## config.mk

```make
export PLATFORM = sky130hd
export DESIGN_NAME = mac_result_drain_flat
export DESIGN_NICKNAME = d
export VERILOG_FILES = /design/src/rtl/mac_result_drain_if.sv /design/src/rtl/mac_result_drain.sv /design/src/flat_wrapper.sv
export SDC_FILE = /design/constraint.sdc
export NUM_CORES = 1
export LEC_CHECK = 0
export CAP_MARGIN = 25
export CORE_ASPECT_RATIO = 1.75
export CORE_MARGIN = 10
export CORE_UTILIZATION = 31
export DETAILED_ROUTE_END_ITERATION = 8
export RECOVER_POWER = 50
export SKIP_LAST_GASP = 1
export SYNTH_ARGS = -nofsm -noshare
export SYNTH_HDL_FRONTEND = slang
export SYNTH_SLANG_ARGS = --single-unit
```

## constraint.sdc

```tcl
create_clock -name clk -period 3.3 [get_ports clk]
set_input_delay 0.495 -clock clk [delete_from_list [all_inputs] [get_ports clk]]
set_output_delay 0.495 -clock clk [all_outputs]
set_load 0.05 [all_outputs]
```

## src/rtl/mac_result_drain_if.sv

```systemverilog
// Result stream between the MAC drain sequencer and the output/DMA path.
// Signals:
//   m_tdata   result word (row-major index i*M+j)
//   m_tvalid  m_tdata valid
//   m_tready  downstream ready
//   m_tlast   marks the final word of a job
// Modports: master (drain side), slave (consumer side).
interface mac_result_drain_if #(
    parameter int unsigned OUT_WIDTH = 32
);
    logic [OUT_WIDTH-1:0] m_tdata;
    logic                 m_tvalid;
    logic                 m_tready;
    logic                 m_tlast;

    modport master (output m_tdata, output m_tvalid, output m_tlast, input m_tready);
    modport slave  (input m_tdata, input m_tvalid, input m_tlast, output m_tready);
endinterface

```

## src/rtl/mac_result_drain.sv

```systemverilog
// Sequencer and result reader for the MxM MAC array.
// Runs the array for k_len enabled cycles, waits PIPE_LAT cycles for the
// pipeline to settle, snapshots the whole accumulator grid in one cycle and
// streams it out row-major as M*M words with last on the final word.
// Ports:
//   clk, rst_n   clock, asynchronous active-low reset
//   start        job request pulse, accepted only when idle
//   k_len        accumulate steps, sampled with an accepted start
//   mac_en       enable to the MAC array
//   acc          signed [M][M] accumulator grid from the array
//   strm         result stream (master side of mac_result_drain_if)
//   busy         high while a job is in progress
//   done         one-cycle pulse after the last word is accepted
// Build option: define MAC_DRAIN_SAT_EN to saturate each word to the signed
// OUT_WIDTH range; otherwise words are truncated to their low OUT_WIDTH bits.
module mac_result_drain #(
    parameter int unsigned M         = 4,
    parameter int unsigned ACC_WIDTH = 32,
    parameter int unsigned OUT_WIDTH = 32,
    parameter int unsigned K_WIDTH   = 16,
    parameter int unsigned PIPE_LAT  = 1
) (
    input  logic                                  clk,
    input  logic                                  rst_n,
    input  logic                                  start,
    input  logic [K_WIDTH-1:0]                    k_len,
    output logic                                  mac_en,
    input  logic [M-1:0][M-1:0][ACC_WIDTH-1:0]    acc,
    mac_result_drain_if.master                    strm,
    output logic                                  busy,
    output logic                                  done
);

    localparam int unsigned WORDS = M * M;
    localparam int unsigned IDX_W = (WORDS > 1) ? $clog2(WORDS) : 1;
    localparam int unsigned LAT_W = (PIPE_LAT > 0) ? $clog2(PIPE_LAT + 1) : 1;
    localparam logic [IDX_W-1:0] LAST_IDX = IDX_W'(WORDS - 1);

`ifdef MAC_DRAIN_SAT_EN
    localparam logic [ACC_WIDTH-1:0] SAT_MAX =
        {{(ACC_WIDTH - OUT_WIDTH + 1){1'b0}}, {(OUT_WIDTH - 1){1'b1}}};
    localparam logic [ACC_WIDTH-1:0] SAT_MIN =
        {{(ACC_WIDTH - OUT_WIDTH + 1){1'b1}}, {(OUT_WIDTH - 1){1'b0}}};
`endif

    typedef enum logic [2:0] {
        IDLE    = 3'd0,
        RUN     = 3'd1,
        SETTLE  = 3'd2,
        CAPTURE = 3'd3,
        DRAIN   = 3'd4
    } state_t;

    state_t                            state;
    logic [K_WIDTH-1:0]                k_cnt;
    logic [LAT_W-1:0]                  lat_cnt;
    logic [IDX_W-1:0]                  idx;
    logic [IDX_W-1:0]                  idx_nxt;
    logic [WORDS-1:0][ACC_WIDTH-1:0]   snap;

    // Narrow a full-width accumulator word to the stream width.
    function automatic logic [OUT_WIDTH-1:0] narrow(input logic [ACC_WIDTH-1:0] v);
`ifdef MAC_DRAIN_SAT_EN
        if ($signed(v) > $signed(SAT_MAX)) begin
            return SAT_MAX[OUT_WIDTH-1:0];
        end
        if ($signed(v) < $signed(SAT_MIN)) begin
            return SAT_MIN[OUT_WIDTH-1:0];
        end
        return v[OUT_WIDTH-1:0];
`else
        logic unused_hi;
        unused_hi = ^v;
        return v[OUT_WIDTH-1:0];
`endif
    endfunction

    assign idx_nxt = idx + IDX_W'(1);

    // Job sequencer, snapshot and stream output registers.
    always_ff @(posedge clk or negedge rst_n) begin
        if (!rst_n) begin
            state         <= IDLE;
            k_cnt         <= '0;
            lat_cnt       <= '0;
            idx           <= '0;
            snap          <= '0;
            mac_en        <= 1'b0;
            busy          <= 1'b0;
            done          <= 1'b0;
            strm.m_tdata  <= '0;
            strm.m_tvalid <= 1'b0;
            strm.m_tlast  <= 1'b0;
        end else begin
            done <= 1'b0;
            case (state)
                IDLE: begin
                    if (start) begin
                        busy <= 1'b1;
                        if (k_len != '0) begin
                            state  <= RUN;
                            k_cnt  <= k_len;
                            mac_en <= 1'b1;
                        end else if (PIPE_LAT != 0) begin
                            state   <= SETTLE;
                            lat_cnt <= LAT_W'(PIPE_LAT);
                        end else begin
                            state <= CAPTURE;
                        end
                    end
                end
                // mac_en was raised on entry; drop it after k_len cycles.
                RUN: begin
                    if (k_cnt == K_WIDTH'(1)) begin
                        mac_en <= 1'b0;
                        if (PIPE_LAT != 0) begin
                            state   <= SETTLE;
                            lat_cnt <= LAT_W'(PIPE_LAT);
                        end else begin
                            state <= CAPTURE;
                        end
                    end else begin
                        k_cnt <= k_cnt - K_WIDTH'(1);
                    end
                end
                SETTLE: begin
                    if (lat_cnt == LAT_W'(1)) begin
                        state <= CAPTURE;
                    end else begin
                        lat_cnt <= lat_cnt - LAT_W'(1);
                    end
                end
                // Whole grid captured at once; word 0 is loaded straight from acc.
                CAPTURE: begin
                    snap          <= acc;
                    idx           <= '0;
                    strm.m_tdata  <= narrow(acc[0][0]);
                    strm.m_tlast  <= (WORDS == 1);
                    strm.m_tvalid <= 1'b1;
                    state         <= DRAIN;
                end
                DRAIN: begin
                    if (strm.m_tvalid && strm.m_tready) begin
                        if (idx == LAST_IDX) begin
                            strm.m_tvalid <= 1'b0;
                            strm.m_tlast  <= 1'b0;
                            busy          <= 1'b0;
                            done          <= 1'b1;
                            state         <= IDLE;
                        end else begin
                            idx          <= idx_nxt;
                            strm.m_tdata <= narrow(snap[idx_nxt]);
                            strm.m_tlast <= (idx_nxt == LAST_IDX);
                        end
                    end
                end
                default: begin
                    state <= IDLE;
                end
            endcase
        end
    end

endmodule

```

## src/flat_wrapper.sv

```systemverilog
// flat-port wrapper written by rule: the top's interface ports become plain ports
module mac_result_drain_flat 
#(
    parameter int unsigned M         = 4,
    parameter int unsigned ACC_WIDTH = 32,
    parameter int unsigned OUT_WIDTH = 32,
    parameter int unsigned K_WIDTH   = 16,
    parameter int unsigned PIPE_LAT  = 1
)
  (clk, rst_n, start, k_len, mac_en, acc, busy, done, strm_m_tdata, strm_m_tvalid, strm_m_tlast, strm_m_tready);
  mac_result_drain_if #(.OUT_WIDTH(OUT_WIDTH)) strm_i ();
  input  logic clk;
  input  logic rst_n;
  input  logic start;
  input  logic [K_WIDTH-1:0] k_len;
  output logic mac_en;
  input  logic [M-1:0][M-1:0][ACC_WIDTH-1:0] acc;
  output logic busy;
  output logic done;
  output wire logic [$bits(strm_i.m_tdata)-1:0] strm_m_tdata;
  output wire logic [$bits(strm_i.m_tvalid)-1:0] strm_m_tvalid;
  output wire logic [$bits(strm_i.m_tlast)-1:0] strm_m_tlast;
  input wire logic [$bits(strm_i.m_tready)-1:0] strm_m_tready;
  assign strm_m_tdata = strm_i.m_tdata;
  assign strm_m_tvalid = strm_i.m_tvalid;
  assign strm_m_tlast = strm_i.m_tlast;
  assign strm_i.m_tready = strm_m_tready;
  mac_result_drain #(.M(M), .ACC_WIDTH(ACC_WIDTH), .OUT_WIDTH(OUT_WIDTH), .K_WIDTH(K_WIDTH), .PIPE_LAT(PIPE_LAT)) u_core (.clk(clk), .rst_n(rst_n), .start(start), .k_len(k_len), .mac_en(mac_en), .acc(acc), .strm(strm_i), .busy(busy), .done(done));
endmodule
```

==> impl_metrics.csv <==
group,metric,value,unit
global_route,grt_pass1_vias,22090,
synth,synth_xor_area_share,0.06759,%
layout,num-fill-cells,8077,
synth,netlist_area,25920,um2
layout,nets,3755,
routing,drtAntennaViolNets,0,
layout,drive_above_1_share,8.915,%
clock_tree,clock_latency,0.65,ns
timing,relSlewSlack,-35.10,%
pwr,p_switching,13.18,mW
job,maxCapViolCount,1,
clock_tree,cts_tree,"done",
synth,synth_adder_area_share,0.1931,%
global_route,grt_usage,18.93,%
global_route,gr-total-overflow,0,
routing,drt-wirelength-per-cell,21.23,um
setup_path,ff2ff_setup_slack,0.61,ns
pwr,clockPowerShare,19.6,%
clock_tree,cts-root-buf,"clkbuf_16",
timing,fin_skew,0.03097,ns
synth,yosysWarnings,0,
synth,synth.area.mux_share,13.59,%
synth,yosys_register_bits,573,
clock_tree,postCtsSetupBuffers,0,
setup_path,slowest_stage,"dfrtp_4",
layout,fin_area,34810,um2
global_route,grt_max_degree,175,
setup_path,worst-endpoint-arrival,3.21,ns
pwr,cell_internal_pwr,20.38,mW
layout,multi_input_area,10820,um2
timing,worst_pin_slew,2.026,ns
clock_tree,cts_resized,0,
timing,finalSetupViolations,0,
pwr,power_density,964.1,nW/um2
die,die_h,402.5,um
placed_design,dpl.hpwl,68.01,mm
routing,drc_errors,0,
synth,syn_area_per_cell,9.553,um2
synth,yosys-top-cells-area,"dfrtp_1 55%, nand2_1 23%, mux4_2 11%",
routing,wl,92.35,mm
setup_path,crit_start,"u_core.idx[0]$_DFFE_PN0P_",
global_route,antenna_found_initial,32,
synth,synth_ff_type,"dfrtp_1",
global_route,grt_pass1_wl,139.1,mm
layout,syn_to_final_growth,34.30,%
placed_design,portBuffers,568,
timing,fmax,372.0,MHz
clock_tree,clk_pin_slew,0.07,ns
routing,drt-initial-drc-count,1519,
synth,yosysTopAreaCell,"dfrtp_1",
global_route,met3_usage,5.149,%
synth,synth-edff-count,0,
setup_path,worstPathRequired,3.82,ns
timing,period_minus_slack,2.688,ns
die,die-area,96020,um2
synth,synthSimpleGateAreaFrac,23.95,%
timing,final-max-slew-violation-count,61,
setup_path,reg2reg_from,"u_core.idx[0]$_DFFE_PN0P_",
synth,synth_compound_area_share,3.775,%
outcome,violations,"capacitance limit, slew limit",
setup_path,cp-end-kind,"flop",
layout,seq_area,14340,um2
setup_path,setup.worst_path.class,"reg2reg",
timing,finalHoldViolCount,0,
die,num_rows,140,
synth,async_reset_ff_share,100.0,%
synth,syn_nets,3249,
setup_path,worstPathMaxFanout,41,
global_route,grt_util_met2,29.10,%
placed_design,placed_area,32960,um2
setup_path,r2r_end,"u_core.strm.m_tdata[3]$_DFFE_PN0P_",
die,core,83030,um2
synth,synth_top_family_by_area,"simple AND/OR/NAND/NOR gates",
timing,fin_crit_sh,81.45,%
synth,synth_top_area_share,55.32,%
synth,synth_seq_area_share,55.32,%
min_path,whs_path_depth,3,
placed_design,gp_congestion,0.8605,
layout,final_common_cell,"nand2_1",
clock_tree,h-tree-depth,2,
timing,tns,0,ns
synth,yosys.cell_types.count,50,
pwr,pwr-share-comb,42.6,%
setup_path,max_stage_delay,0.46,ns
setup_path,rr_worst_depth,8,
min_path,hold_path.class,"in2reg",
routing,drtPass1Iterations,5,
die,die_x,238.6,um
pwr,pwr-share-seq,37.8,%
clock_tree,numCtsBuffers,56,
pwr,leakage,16.22,nW
routing,num_vias,20930,
global_route,met1_usage,24.80,%
pwr,p_sw_share,39.27,%
setup_path,crit_path_end,"u_core.strm.m_tdata[3]$_DFFE_PN0P_",
global_route,busiest_layer,"met2",
timing,rsz0062_at_grt,"no",
clock_tree,clock-sinks,573,
outcome,status,"complete, but fails checks",
synth,syn_inst,2713,
die,start_util,31.21,%
pwr,peakVddDrop,603.6,uV
clock_tree,clk_path_buf_depth,3,
setup_path,start_kind,"flop",
layout,mostFrequentLayoutCells,"1554 x nand2_1, 572 x dfrtp_1, 567 x clkdlybuf4s50_1, 128 x mux4_2, 64 x mux2i_1",
routing,via_per_inst,4.813,
die,ios,569,
setup_path,crit_path_cell_trace,"inv_1 -> ha_4 -> buf_12 -> buf_4 -> mux4_2 -> mux2i_1 -> o22ai_1 -> a221o_2",
==> how the worst min path moves through the flow <==
stage / start / endpoint / slack (ns)
after floorplan: rst_n / u_core.busy$_DFFE_PN0P_ / 0.20
after global placement: u_core.snap[186]$_DFFE_PN0P_ / u_core.snap[186]$_DFFE_PN0P_ / 0.45
after detailed placement: u_core.snap[160]$_DFFE_PN0P_ / u_core.snap[160]$_DFFE_PN0P_ / 0.46
after CTS: acc[90] / u_core.snap[90]$_DFFE_PN0P_ / 0.33
after global routing: acc[87] / u_core.snap[87]$_DFFE_PN0P_ / 0.36
final: acc[354] / u_core.snap[354]$_DFFE_PN0P_ / 0.37
==> cells in the mapped netlist (all sizes together), types with 2 or more instances <==
| library cell | number |
|---|---|
| nand2 | 1555 |
| dfrtp | 573 |
| mux4 | 128 |
| clkbuf | 105 |
| buf | 70 |
| mux2i | 64 |
| o22ai | 35 |
| a221o | 32 |
| o21ai | 25 |
| nor2 | 21 |
| a21oi | 17 |
| nor3 | 10 |
| inv | 7 |
| nor4 | 7 |
| a31oi | 6 |
| nand3 | 6 |
| or3 | 6 |
| o31ai | 5 |
| ha | 4 |
| a22oi | 3 |
| a2bb2oi | 3 |
| nand4 | 3 |
| or3b | 3 |
| a31o | 2 |
| and2 | 2 |
| nor2b | 2 |
| o211ai | 2 |
| or4 | 2 |
==> final cells by class <==
cell class                 instances  area share (%)
inverter                           7         0.07549
tap                             1065           3.828
antenna                           20          0.1438
clock buffer                      73           4.497
clock inverter                    30          0.8268
sequential                       573           41.21
timing repair buffer             623           18.35
multi-input combinational       1958           31.07
==> cells by family (layout without fill, tap and decap cells) <==
group / after synthesis / count (layout)
AND/OR/NAND/NOR: 1622 / 1622
flip-flops: 573 / 573
multiplexers: 192 / 192
buffers and inverters: 182 / 733
AO/OA/AOI/OAI: 138 / 138
adder cells (fa/ha/maj): 4 / 4
XOR/XNOR: 2 / 2
other: 0 / 20
==> worst max-delay path: cells and delay by family (launching register included) <==
family | cells | cell delay [ns]
compound gates | 2 | 0.44
fa+ha+maj | 1 | 0.43
buf+inv | 3 | 0.68
flops | 1 | 0.46
mux | 2 | 0.54
==> through the flow <==
stage | hold slack (ns) | utilization, % | instances | power (mW) | worst slack, ns
after floorplan | 0.1994 | - | 2713 | 21.85 | 0.3945
after global placement | 0.4517 | 39.70 | 4225 | 26.97 | 0.5470
after detailed placement | 0.4568 | 39.70 | 4225 | 27.26 | 0.4717
after CTS | 0.3279 | 41.94 | 4329 | 34.02 | 0.5815
after global routing | 0.3609 | 41.91 | 4345 | 36.05 | 0.3255
final | 0.3712 | 41.92 | 4349 | 33.56 | 0.6122
==> state kept, by name, summed over array words and instances (netlist names), 3 cells and up <==
| name | flops |
|---|---|
| u_core.state | 3 |
| u_core.k_cnt | 16 |
| u_core.idx | 4 |
| u_core.strm.m_tdata | 32 |
| u_core.snap | 512 |
==> metal layers <==
layer	wire [um]	share of wire, %
met2	42000	45
met3	7004	7.6
met4	3341	3.6
met5	135	0.15
met1	39860	43
==> power by group through the flow <==
stage	combinational, mW	clock, mW	sequential [mW]
global route	16.0	7.06	13.0
detailed placement	14.5	0	12.8
CTS	14.6	6.77	12.7
finish	14.3	6.58	12.7
floorplan	9.36	0	12.5
global placement	14.2	0	12.7
==> repair_timing <==
action | 4_1_cts | 5_1_grt
hold endpoints to repair | 55 | 0
hold buffers | 1 | 0
setup endpoints to repair | 0 | 0
No activity file was read; power rests on OpenSTA's default activity.
